## config.mk

```make
export PLATFORM = sky130hd
export DESIGN_NAME = agc_multi_seq
export DESIGN_NICKNAME = d
export VERILOG_FILES = /design/src/rtl/agc_multi_seq.sv
export SDC_FILE = /design/constraint.sdc
export NUM_CORES = 1
export LEC_CHECK = 0
export ABC_CLOCK_PERIOD_IN_PS = 22900
export BUFFER_PORTS_ARGS = -buffer_cell sky130_fd_sc_hd__buf_2
export CAP_MARGIN = 20
export CORE_AREA = 2 2 250 252
export DETAILED_ROUTE_END_ITERATION = 8
export DIE_AREA = 0 0 252 254
export GPL_TIMING_DRIVEN = 0
export MAX_ROUTING_LAYER = met4
export PLACE_DENSITY = 0.67
export SLEW_MARGIN = 20
export SYNTH_ARGS = -nofsm -noshare
export SYNTH_HDL_FRONTEND = slang
export SYNTH_SLANG_ARGS = --single-unit
```

## constraint.sdc

```tcl
create_clock -name clk_i -period 22.9 [get_ports clk_i]
set_input_delay 1.145 -clock clk_i [delete_from_list [all_inputs] [get_ports clk_i]]
set_output_delay 1.145 -clock clk_i [all_outputs]
set_load 0.005 [all_outputs]
```

## src/rtl/agc_multi_seq.sv

```systemverilog
// Measurement sequencer for a bank of agc_core instances: runs an integration
// period, waits for the accumulators to settle, then snapshots every channel.
module agc_multi_seq #(
  parameter int NCHAN         = 8,
  parameter int SQ_W          = 25,
  parameter int CMP_W         = 21,
  parameter int TIMER_W       = 18,
  parameter int CAPTURE_DELAY = 6,
  localparam int RD_W         = (NCHAN > 1) ? $clog2(NCHAN) : 1
) (
  input  logic                     clk_i,
  input  logic                     rst_i,
  input  logic                     start_i,
  input  logic                     abort_i,
  input  logic                     auto_i,
  input  logic [TIMER_W-1:0]       period_i,
  input  logic [NCHAN*SQ_W-1:0]    sq_accum_i,
  input  logic [NCHAN*CMP_W-1:0]   gt_accum_i,
  input  logic [NCHAN*CMP_W-1:0]   lt_accum_i,
  output logic                     agc_tick_o,
  output logic                     agc_ce_o,
  output logic                     busy_o,
  output logic                     done_o,
  output logic                     capture_o,
  output logic                     aborted_o,
  output logic                     cfg_err_o,
  output logic [7:0]               seq_o,
  input  logic [RD_W-1:0]          rd_ch_i,
  output logic [SQ_W-1:0]          rd_sq_o,
  output logic [CMP_W-1:0]         rd_gt_o,
  output logic [CMP_W-1:0]         rd_lt_o,
  output logic [1:0]               state_dbg
);

  typedef enum logic [1:0] {IDLE, RUN, SETTLE, CAPTURE} state_t;

  state_t             state;
  logic [TIMER_W-1:0] period_q;
  logic [TIMER_W-1:0] cnt;
  logic [3:0]         settle_cnt;
  logic               load_bank;

  logic [SQ_W-1:0]    bank_sq [NCHAN];
  logic [CMP_W-1:0]   bank_gt [NCHAN];
  logic [CMP_W-1:0]   bank_lt [NCHAN];

  assign busy_o    = (state != IDLE);
  assign state_dbg = state;
  assign load_bank = (state == CAPTURE) && !abort_i;

  // start_i is a one-cycle request honoured only in IDLE (there is no ready);
  // busy_o going high the next cycle is the acceptance indication.
  always_ff @(posedge clk_i) begin
    if (rst_i) begin
      state      <= IDLE;
      period_q   <= '0;
      cnt        <= '0;
      settle_cnt <= '0;
      agc_tick_o <= 1'b0;
      agc_ce_o   <= 1'b0;
      done_o     <= 1'b0;
      capture_o  <= 1'b0;
      aborted_o  <= 1'b0;
      cfg_err_o  <= 1'b0;
      seq_o      <= '0;
    end else begin
      agc_tick_o <= 1'b0;
      capture_o  <= 1'b0;
      aborted_o  <= 1'b0;
      cfg_err_o  <= 1'b0;
      case (state)
        IDLE: begin
          if (start_i && !abort_i) begin
            if (period_i != '0) begin
              period_q   <= period_i;
              cnt        <= TIMER_W'(1);
              done_o     <= 1'b0;
              agc_tick_o <= 1'b1;
              agc_ce_o   <= 1'b1;
              state      <= RUN;
            end else begin
              cfg_err_o <= 1'b1;
            end
          end
        end
        RUN: begin
          if (abort_i) begin
            state     <= IDLE;
            agc_ce_o  <= 1'b0;
            aborted_o <= 1'b1;
          end else if (cnt == period_q) begin
            // Up-counter compared against the latched period never wraps.
            state      <= SETTLE;
            agc_ce_o   <= 1'b0;
            settle_cnt <= 4'(CAPTURE_DELAY);
          end else begin
            cnt <= cnt + TIMER_W'(1);
          end
        end
        SETTLE: begin
          if (abort_i) begin
            state     <= IDLE;
            aborted_o <= 1'b1;
          end else if (settle_cnt == 4'd1) begin
            state     <= CAPTURE;
            capture_o <= 1'b1;
          end else begin
            settle_cnt <= settle_cnt - 4'd1;
          end
        end
        CAPTURE: begin
          if (abort_i) begin
            state     <= IDLE;
            aborted_o <= 1'b1;
          end else begin
            seq_o  <= seq_o + 8'd1;
            done_o <= 1'b1;
            if (auto_i && (period_i != '0)) begin
              period_q   <= period_i;
              cnt        <= TIMER_W'(1);
              agc_tick_o <= 1'b1;
              agc_ce_o   <= 1'b1;
              state      <= RUN;
            end else begin
              state     <= IDLE;
              cfg_err_o <= auto_i;
            end
          end
        end
        default: state <= IDLE;
      endcase
    end
  end

  always_ff @(posedge clk_i) begin
    if (rst_i) begin
      for (int k = 0; k < NCHAN; k++) begin
        bank_sq[k] <= '0;
        bank_gt[k] <= '0;
        bank_lt[k] <= '0;
      end
    end else if (load_bank) begin
      for (int k = 0; k < NCHAN; k++) begin
        bank_sq[k] <= sq_accum_i[k*SQ_W +: SQ_W];
        bank_gt[k] <= gt_accum_i[k*CMP_W +: CMP_W];
        bank_lt[k] <= lt_accum_i[k*CMP_W +: CMP_W];
      end
    end
  end

  // Readback samples the bank before this edge's capture update lands.
  always_ff @(posedge clk_i) begin
    if (rst_i) begin
      rd_sq_o <= '0;
      rd_gt_o <= '0;
      rd_lt_o <= '0;
    end else if (int'(rd_ch_i) < NCHAN) begin
      rd_sq_o <= bank_sq[rd_ch_i];
      rd_gt_o <= bank_gt[rd_ch_i];
      rd_lt_o <= bank_lt[rd_ch_i];
    end else begin
      rd_sq_o <= '0;
      rd_gt_o <= '0;
      rd_lt_o <= '0;
    end
  end

endmodule

```

==> metrics.cfg, run 1 <==
[placement]
gp_congestion=0.987
dp_hpwl_mm=73.8
portBuffers=640

[timing]
rsz0062_at_grt=no
final.setup_skew_ns=0.0366
finalSetupTns_ns=0
drv_slew=0
slew_headroom_pct=25.2
final-setup-viol-count=0
fin_crit_sh_pct=18.0
worst_pin_slew_ns=1.12
max_freq_mhz=242
hold_viol=0
fin_crit_ns=4.13

[synth]
ys_seq_elements=659
synth-edff-count=536
seq_area_frac_synth_pct=65.6
synth_area_per_cell_um2=14.9
syn_inst=1903
synth-main-ff-cell=edfxtp_1
synth_mux_area_share_pct=13.7
synthAdderAreaFrac_pct=0.354
synth_warnings=0
synth-async-reset-ratio_pct=0
synthSimpleGateAreaFrac_pct=15.1
synth_top_family_by_area=simple AND/OR/NAND/NOR gates
synth-xor-area-share_pct=0.712
synth_area_um2=28300
synth_cell_types=59
synth_fp_nets=2473
synth_compound_area_share_pct=2.00

[cts]
clockBufferDepth=3
cts_root_buf=clkbuf_16
post_cts_resized=0
ctsHoldBuffers=0
numCtsBuffers=72
clk_pin_slew_worst_paths_ns=0.06
clk_latency_ns=0.62
clock_sinks=659
post_cts_buffers=0
cts_tree=done
cts_htree_levels=3

[die]
fp.dieH_um=254
core_area_um2=61300
pin_count=646
start_util_pct=46.2
dieWidth_um=252
die_area_um2=64000
rows=91

[grt]
track_usage_pct=30.9
overflow=0
grt_max_degree=59
antenna_found_initial=51
grt_pass1_wl_mm=136
grt_pass1_vias=20600

[final_layout]
layout-drive-gt1-share_pct=34.5
fin_util_pct=57.5
layout_common_cells=655 x buf_2, 536 x edfxtp_1, 406 x and3_1
final_common_cell=buf_2
syn2layout_area_growth_pct=24.5
final_nets=3199
nFillCells=5020

[worst_setup_path]
path_buf_inv=6
critical_path_arrival_ns=4.40
crit_chain=ha_1 > clkbuf_1 > nor2b_1 > clkbuf_1 > clkbuf_1 > or2_4 > buf_16 > buf_16 > buf_16
required_ns=23.18
cp-end-kind=register
path_class=register to register
reg2reg_depth=9
crit_fanout=57
cp_slowest_stage_delay_ns=0.76
slowest_stage=clkbuf_1
start_kind=register
cp_top_family=buffers and inverters
cp.depth=9

[status]
status=completed

[pwr]
power.density_nw_per_um2=79.3
p_leak_nw=15.5
peakVddDrop_v=0.0000601

[detailed_routing]
avgRoutedWirePerCell_um=27.6
vias=20300
drtIter0Drc=2111
dr.pass1.iters=5
vias_per_cell=5.75
drc=0
detail_route.wirelength_mm=97.5
ant_nets=0

[hold_path]
whs_path_depth=2
min_path_type=register to register

[job]
maxCapViolCount=0

[tightest hold or removal path, delay by kind of cell (launching register included)]
family | cells | cell delay [ns]
flops | 1 | 0.31
compound gates | 2 | 0.15
[synth_stat cells, types with 12 or more instances]
library cell  instances  area (um^2)
edfxtp_1            536        16100
and3_1              406         2540
clkbuf_1            143          537
nor2b_1             137          857
mux4_2              134         3020
dfxtp_1             123         2460
nor2_1              105          394
mux2i_1              87          871
nand2_1              29          109
xor2_1               20          175
buf_2                14         70.1
o211ai_1             13         97.6
a21oi_1              12         60.1
[metrics by stage]
stage	setup WS, ns	hold slack, ns	instance area (um^2)	total power [W]	std cells
after floorplan	13.81	0.455	28300	0.00154	1903
after global placement	10.50	0.485	32500	0.00167	3333
after detailed placement	18.36	0.504	32800	0.00166	3345
after CTS	18.72	0.514	35100	0.00281	3475
after global routing	18.42	0.536	35200	0.00287	3522
final	18.77	0.512	35300	0.00280	3529
[routing by layer]
metal,vias up,share of wire [%],track usage (%),wire (um)
met2,1135,50,50.2,48600
met5,-,0,-,0
met1,10200,38,38.5,36800
met4,0,3.8,11.8,3660
met3,185,8.6,5.99,8400
li1,8816,-,-,-
[cell type report]
cell class	instances	area, um^2	area share (%)
Clock inverter	26	269	0.763
Clock buffer	104	2050	5.82
Inverter	12	45.0	0.128
Multi-Input combinational cell	1061	9030	25.6
Tap cell	790	988	2.80
Timing Repair Buffer	652	3490	9.91
Buffer	171	673	1.91
Antenna cell	54	135	0.383
Sequential cell	659	18600	52.6
[power breakdown]
group | internal [W] | switching [W] | leakage, nW
clock network | 0.000680 | 0.000477 | 1.14
registers | 0.00135 | 0.0000207 | 6.45
logic | 0.000117 | 0.000149 | 7.87
[path summary, 6_finish.rpt]
| kind | start | endpoint | slack (ns) |
|---|---|---|---|
| worst min register to register | seq_o[7] | seq_o[7] | 0.51 |
| worst max-delay path | state_dbg[1] | bank_sq[6][15] | 18.77 |
| worst max register to register | state_dbg[1] | bank_sq[6][15] | 18.77 |
| worst min-delay path | seq_o[7] | seq_o[7] | 0.51 |
[kinds of logic (layout without fill, tap and decap cells)]
| logic type | Yosys count | in the layout |
|---|---|---|
| buf+inv | 183 | 965 |
| other cells | 0 | 54 |
| xor+xnor | 23 | 23 |
| fa+ha+maj | 8 | 8 |
| compound gates | 74 | 74 |
| flops | 659 | 659 |
| simple gates | 735 | 735 |
| mux | 221 | 221 |
[state kept, by name, indices dropped and copies added (netlist names), 2 cells and up]
| register | count |
|---|---|
| cnt | 18 |
| rd_sq_o | 25 |
| bank_gt | 168 |
| bank_sq | 200 |
| rd_lt_o | 21 |
| settle_cnt | 4 |
| rd_gt_o | 21 |
| state_dbg | 2 |
| bank_lt | 168 |
| period_q | 18 |
| seq_o | 8 |
(Power assumes the default switching activity.)
==> run 2, diff against run 1 <==
==> config.mk (replaced) <==
export PLATFORM = sky130hd
export DESIGN_NAME = agc_multi_seq
export DESIGN_NICKNAME = d
export VERILOG_FILES = /design/src/rtl/agc_multi_seq.sv
export SDC_FILE = /design/constraint.sdc
export NUM_CORES = 1
export LEC_CHECK = 0
export ABC_CLOCK_PERIOD_IN_PS = 3800
export BUFFER_PORTS_ARGS = -buffer_cell sky130_fd_sc_hd__buf_2
export CAP_MARGIN = 20
export CORE_AREA = 2 2 254 256
export DETAILED_ROUTE_END_ITERATION = 8
export DIE_AREA = 0 0 256 258
export GPL_TIMING_DRIVEN = 0
export MAX_ROUTING_LAYER = met4
export PLACE_DENSITY = 0.65
export SLEW_MARGIN = 20
export SYNTH_ARGS = -nofsm -noshare
export SYNTH_HDL_FRONTEND = slang
export SYNTH_SLANG_ARGS = --single-unit
==> constraint.sdc (replaced) <==
create_clock -name clk_i -period 3.8 [get_ports clk_i]
set_input_delay 0.19 -clock clk_i [delete_from_list [all_inputs] [get_ports clk_i]]
set_output_delay 0.19 -clock clk_i [all_outputs]
set_load 0.005 [all_outputs]
==> metrics.cfg, run 2 (synthesis gave the netlist of run 1 again) <==
[cts]
cts_tree=done  ; unchanged
clockBufferDepth=3  ; unchanged
cts_root_buf=clkbuf_16  ; unchanged
cts_htree_levels=3  ; unchanged
clk_pin_slew_worst_paths_ns=0.06  ; about the same
clk_latency_ns=0.62  ; about the same
numCtsBuffers=73  ; was 72
clock_sinks=659  ; unchanged
post_cts_buffers=0  ; unchanged

[worst_setup_path]
critical_path_arrival_ns=3.89  ; was 4.40 ns
required_ns=4.08  ; was 23.18 ns
critPathLaunch=state_dbg[1]  ; unchanged
crit_fanout=57  ; unchanged
path_class=register to register  ; unchanged
cp-end-kind=register  ; unchanged
start_kind=register  ; unchanged
r2r_start=state_dbg[1]  ; unchanged

[placement]
place_inst=3409  ; was 3345
dp_hpwl_mm=73.5  ; was 73.8 mm
portBuffers=640  ; unchanged
gp_congestion=0.993  ; was 0.987

[hold_path]
hold_start=lt_accum_i[1]  ; was seq_o[7]
min_path_type=input port to register  ; was register to register

[final_layout]
final_common_cell=buf_2  ; unchanged
final_cells=4139  ; was 3529
regMostFlops=bank_sq  ; unchanged
syn2layout_area_growth_pct=45.0  ; was 24.5%
largestRegisters=bank_sq: 200 flops, bank_gt: 168 flops, bank_lt: 168 flops  ; unchanged
layout_common_cells=655 x buf_2, 554 x dlygate4sd3_1, 536 x edfxtp_1  ; was 655 x buf_2, 536 x edfxtp_1, 406 x and3_1
layout-drive-gt1-share_pct=28.9  ; was 34.5%
final_nets=3753  ; was 3199
largest_reg_flops=200  ; unchanged

[pwr]
p_clk_share_pct=41.7  ; was 41.4%
p_seq_share_pct=46.4  ; was 49.1%
p_int_w=0.0137  ; was 0.00215 W
power_switching_w=0.00418  ; was 0.000647 W
power.density_nw_per_um2=434  ; was 79.3 nW/um^2
p_sw_share_pct=23.4  ; was 23.1%
p_leak_nw=17.9  ; was 15.5 nW
peakVddDrop_v=0.000340  ; was 0.0000601 V
combPwrFrac_pct=11.9  ; was 9.5%

[detailed_routing]
vias=23200  ; was 20300
vias_per_cell=5.60  ; was 5.75
detail_route.wirelength_mm=107  ; was 97.5 mm
dr.pass1.iters=8  ; was 5
drc=0  ; unchanged
drtIter0Drc=2575  ; was 2111
ant_nets=0  ; unchanged
avgRoutedWirePerCell_um=25.7  ; was 27.6 um

[timing]
final.setup_skew_ns=0.0231  ; was 0.0366 ns
finalSetupTns_ns=0  ; unchanged
hold_viol=0  ; unchanged
drv_slew=0  ; unchanged
rsz0062_at_grt=no  ; unchanged
fin_crit_ns=3.60  ; was 4.13 ns
fin_crit_sh_pct=94.8  ; was 18.0%
slew_headroom_pct=29.9  ; was 25.2%
final-setup-viol-count=0  ; unchanged
max_freq_mhz=277  ; was 242 MHz
worst_pin_slew_ns=1.05  ; was 1.12 ns

[status]
status=completed  ; unchanged

[die]
dieWidth_um=256  ; was 252 um
rows=93  ; was 91
die_area_um2=66000  ; was 64000 um^2
core_area_um2=63600  ; was 61300 um^2
fp.dieH_um=258  ; was 254 um
pin_count=646  ; unchanged
start_util_pct=44.5  ; was 46.2%

[grt]
antenna_found_initial=35  ; was 51
grt_pass1_vias=23900  ; was 20600
grt_pass1_wl_mm=152  ; was 136 mm
grt_max_degree=60  ; was 59
track_usage_pct=32.4  ; was 30.9%
overflow=0  ; unchanged

[job]
maxCapViolCount=0  ; unchanged

-- run 2: cell types whose count changed in the layout (fill, tap and decap cells not counted), moves of 3 or more --
| cell | delta |
|---|---|
| bufinv_16 | +5 |
| clkbuf_1 | -6 |
| clkbuf_2 | +3 |
| clkinv_8 | +3 |
| diode_2 | -12 |
| dlygate4sd3_1 | +554 |
| inv_6 | -3 |
-- run 2: metrics by stage --
| stage | power, W | setup WS, ns | utilization, % | hold WS (ns) | area [um^2] |
|---|---|---|---|---|---|
| finish | 0.0178 | 0.196 | 64.5 | 0.0128 | 41100 |
| global route | 0.0183 | 0.0324 | 64.5 | 0.0468 | 41000 |
| CTS | 0.0178 | 0.208 | 64.3 | 0.000243 | 40900 |
| detailed placement | 0.0100 | 0.0243 | 51.7 | 0.444 | 32900 |
| global placement | 0.00999 | -3.54 | 51.3 | 0.437 | 32600 |
| floorplan | 0.00923 | -1.59 | - | 0.334 | 28400 |
-- run 2: power by group through the flow --
stage / combinational (W) / clock (W) / sequential (W)
after detailed placement: 0.00159 / 0 / 0.00841
final: 0.00212 / 0.00744 / 0.00827
after global placement: 0.00154 / 0 / 0.00845
after floorplan: 0.000818 / 0 / 0.00841
after global routing: 0.00224 / 0.00776 / 0.00830
after CTS: 0.00207 / 0.00746 / 0.00827
-- run 2: worst paths after layout --
| kind | to | slack [ns] | depth (start not counted) |
|---|---|---|---|
| setup reg to reg | bank_sq[2][14] | 0.20 | 11 |
| hold / removal | bank_lt[0][1] | 0.01 | 2 |
| setup / recovery | bank_sq[2][14] | 0.20 | 11 |
| hold reg to reg | done_o | 0.49 | 2 |
-- run 2: area by class of cell --
| type | count | area (um^2) |
|---|---|---|
| Antenna cell | 42 | 105 |
| Buffer | 171 | 707 |
| Clock buffer | 99 | 2020 |
| Clock inverter | 35 | 477 |
| Fill cell | 4577 | 22600 |
| Inverter | 12 | 45.0 |
| Multi-Input combinational cell | 1061 | 9050 |
| Sequential cell | 659 | 18600 |
| Tap cell | 855 | 1070 |
| Timing Repair Buffer | 1205 | 9010 |
-- run 2: routing by layer --
layer / up-vias / wire length, um / GRT usage (%)
met5: - / 0 / -
met4: 0 / 5010 / 15.0
li1: 9915 / - / -
met2: 1463 / 53000 / 53.4
met3: 346 / 9240 / 6.48
met1: 11500 / 39200 / 38.7
-- run 2: worst max-delay path: stages, from the launching register on --
cell and delay, ns:
dfxtp_4 0.39, ha_4 0.13, clkbuf_8 0.14, nor2b_4 0.18
clkbuf_8 0.25, clkbuf_8 0.21, or2_4 0.42, buf_12 0.30
buf_12 0.26, buf_16 0.28, buf_16 0.29, buf_16 0.30
-- run 2: what timing repair did --
item,CTS,global route
resized for setup,0,0
endpoints found under the hold margin,555,0
hold buffers,554,0
==> run 3, diff against run 2 <==
==> config.mk (replaced) <==
export PLATFORM = sky130hd
export DESIGN_NAME = agc_multi_seq
export DESIGN_NICKNAME = d
export VERILOG_FILES = /design/src/rtl/agc_multi_seq.sv
export SDC_FILE = /design/constraint.sdc
export NUM_CORES = 1
export LEC_CHECK = 0
export ABC_CLOCK_PERIOD_IN_PS = 4400
export BUFFER_PORTS_ARGS = -buffer_cell sky130_fd_sc_hd__buf_2
export CAP_MARGIN = 20
export CORE_AREA = 2 2 250 252
export DETAILED_ROUTE_END_ITERATION = 8
export DIE_AREA = 0 0 252 254
export GPL_TIMING_DRIVEN = 0
export MAX_ROUTING_LAYER = met4
export PLACE_DENSITY = 0.67
export SKIP_LAST_GASP = 1
export SLEW_MARGIN = 20
export SYNTH_ARGS = -nofsm -noshare
export SYNTH_HDL_FRONTEND = slang
export SYNTH_SLANG_ARGS = --single-unit
==> constraint.sdc (replaced) <==
create_clock -name clk_i -period 4.4 [get_ports clk_i]
set_input_delay 0.22 -clock clk_i [delete_from_list [all_inputs] [get_ports clk_i]]
set_output_delay 0.22 -clock clk_i [all_outputs]
set_load 0.005 [all_outputs]
==> metrics.cfg, run 3 (synthesis gave the netlist of run 1 again) <==
[status]
status=completed  ; unchanged

[worst_setup_path]
cp_slowest_stage_delay_ns=0.54  ; was 0.42 ns
cp-end-kind=register  ; unchanged
crit_path_end=bank_sq[7][3]  ; was bank_sq[2][14]
critPathLaunch=state_dbg[1]  ; unchanged
crit_fanout=58  ; was 57
required_ns=4.70  ; was 4.08 ns
slowest_stage=or2_4  ; unchanged
r2r_start=state_dbg[1]  ; unchanged
crit_chain=ha_4 > clkbuf_8 > nor2b_4 > clkbuf_8 > clkbuf_8 > or2_4 > buf_16 > buf_16 > buf_16  ; was ha_4 > clkbuf_8 > nor2b_4 > clkbuf_8 > clkbuf_8 > or2_4 > buf_12 > buf_12 > buf_16 > buf_16 > buf_16
r2r-end=bank_sq[7][3]  ; was bank_sq[2][14]
rrSetupSlack_ns=1.15  ; was 0.20 ns
path_class=register to register  ; unchanged
reg2reg_depth=9  ; was 11
critical_path_arrival_ns=3.55  ; was 3.89 ns
start_kind=register  ; unchanged

[pwr]
p_leak_nw=17.7  ; was 17.9 nW
power.density_nw_per_um2=373  ; was 434 nW/um^2
peakVddDrop_v=0.000377  ; was 0.000340 V

[detailed_routing]
vias=23300  ; was 23200
highest_layer=met4  ; unchanged
wl_met3_mm=9.92  ; was 9.24 mm
wl_met2_mm=52.8  ; was 53.0 mm
detail_route.wirelength_mm=108  ; was 107 mm
ant_nets=0  ; unchanged
dr.pass1.iters=5  ; was 8
met1Wirelength_mm=39.8  ; was 39.2 mm
vias_per_cell=5.74  ; was 5.60
drtIter0Drc=2439  ; was 2575
drc=0  ; unchanged
avgRoutedWirePerCell_um=26.6  ; was 25.7 um

[timing]
hold_viol=0  ; unchanged
setup_ws_ns=1.15  ; was 0.196 ns
finalSetupTns_ns=0  ; unchanged
final.setup_skew_ns=0.0181  ; was 0.0231 ns
drv_slew=0  ; unchanged
worst_pin_slew_ns=1.05  ; about the same
max_freq_mhz=308  ; was 277 MHz
final-setup-viol-count=0  ; unchanged
hold_slack_ns=0.00543  ; was 0.0128 ns
fin_crit_sh_pct=73.8  ; was 94.8%
fin_crit_ns=3.25  ; was 3.60 ns
slew_headroom_pct=29.7  ; was 29.9%
rsz0062_at_grt=no  ; unchanged

[placement]
gp_congestion=0.975  ; was 0.993
portBuffers=640  ; unchanged
place_ws_ns=1.08  ; was 0.0243 ns
dp_hpwl_mm=74.2  ; was 73.5 mm
post_dp_cell_area_um2=32800  ; was 32900 um^2
place_inst=3343  ; was 3409

[die]
rows=91  ; was 93
dieWidth_um=252  ; was 256 um
fp.dieH_um=254  ; was 258 um
start_util_pct=46.2  ; was 44.5%
die_area_um2=64000  ; was 66000 um^2
core_area_um2=61300  ; was 63600 um^2
pin_count=646  ; unchanged

[final_layout]
final_cell_area_um2=40700  ; was 41100 um^2
ff_latch_area_um2=18600  ; unchanged
layout-drive-gt1-share_pct=29.0  ; was 28.9%
nFillCells=4223  ; was 4577
final_nets=3740  ; was 3753
largest_reg_flops=200  ; unchanged
largestRegisters=bank_sq: 200 flops, bank_gt: 168 flops, bank_lt: 168 flops  ; unchanged
final_common_cell=buf_2  ; unchanged
final_cells=4051  ; was 4139
regMostFlops=bank_sq  ; unchanged
layout_common_cells=654 x buf_2, 543 x dlygate4sd3_1, 536 x edfxtp_1  ; was 655 x buf_2, 554 x dlygate4sd3_1, 536 x edfxtp_1
syn2layout_area_growth_pct=43.8  ; was 45.0%
multi_input_area_um2=9050  ; unchanged

[grt]
grt_pass1_vias=24100  ; was 23900
track_usage_pct=34.1  ; was 32.4%
antenna_found_initial=37  ; was 35
grt_pass1_wl_mm=154  ; was 152 mm
grt_max_degree=61  ; was 60
overflow=0  ; unchanged

[job]
maxCapViolCount=0  ; unchanged

[cts]
clock_sinks=659  ; unchanged
cts_tree=done  ; unchanged
clockBufferDepth=3  ; unchanged
clk_latency_ns=0.63  ; was 0.62 ns
clk_pin_slew_worst_paths_ns=0.06  ; about the same
cts_root_buf=clkbuf_16  ; unchanged
numCtsBuffers=71  ; was 73
cts_htree_levels=3  ; unchanged

[hold_path]
min_path_type=input port to register  ; unchanged

run 3: changes by cell type in the layout (fill, tap and decap cells not counted), sizes merged, moves of 2 or more:
cell         before  now
clkinv           20   18
diode            42   33
inv              14   17
clkbuf          245  242
dlygate4sd3     554  543
run 3: timing repair:
| action | CTS | global route |
|---|---|---|
| endpoints found under the hold margin | 544 | 0 |
| buffers inserted | 0 | 0 |
| hold buffers | 543 | 0 |
| resized for setup | 0 | 0 |
| setup endpoints to repair | 0 | 0 |
run 3: worst max-delay path: cells and delay by family (launching register included):
family | cells | cell delay [ns]
buf+inv | 6 | 1.57
simple gates | 2 | 0.72
flops | 1 | 0.39
fa+ha+maj | 1 | 0.14
run 3: cell type report:
cell class / instances / area share, %
Multi-Input combinational cell: 1061 / 22.2
Buffer: 171 / 1.74
Antenna cell: 33 / 0.203
Inverter: 12 / 0.111
Tap cell: 790 / 2.43
Timing Repair Buffer: 1194 / 21.9
Sequential cell: 659 / 45.6
Clock buffer: 95 / 4.68
Clock inverter: 36 / 1.14
run 3: where the power goes:
| group | internal, W | switching [W] | leakage (nW) |
|---|---|---|---|
| clock network | 0.00361 | 0.00260 | 1.15 |
| registers | 0.00703 | 0.000116 | 6.45 |
| logic | 0.000926 | 0.000906 | 10.1 |
| total | 0.0116 | 0.00363 | 17.7 |
run 3: worst min path at each step:
stage,from,endpoint,slack (ns),cells past startpoint
finish,lt_accum_i[67],bank_lt[3][4],0.005,2
global route,lt_accum_i[67],bank_lt[3][4],0.02,2
CTS,start_i,agc_tick_o,0.004,4
detailed placement,done_o,done_o,0.47,2
global placement,seq_o[7],seq_o[7],0.46,2
floorplan,period_i[0],period_q[0],0.36,2
run 3: layer usage:
layer | global-route usage (%) | vias up
li1 | - | 9868
met1 | 41.5 | 11500
met2 | 55.3 | 1544
met3 | 7.31 | 352
met4 | 14.6 | 0
met5 | - | -
run 3: stage by stage:
| step | utilization (%) | power, W |
|---|---|---|
| floorplan | - | 0.00797 |
| global placement | 53.1 | 0.00864 |
| detailed placement | 53.6 | 0.00865 |
| CTS | 66.3 | 0.0152 |
| global route | 66.5 | 0.0156 |
| finish | 66.5 | 0.0152 |
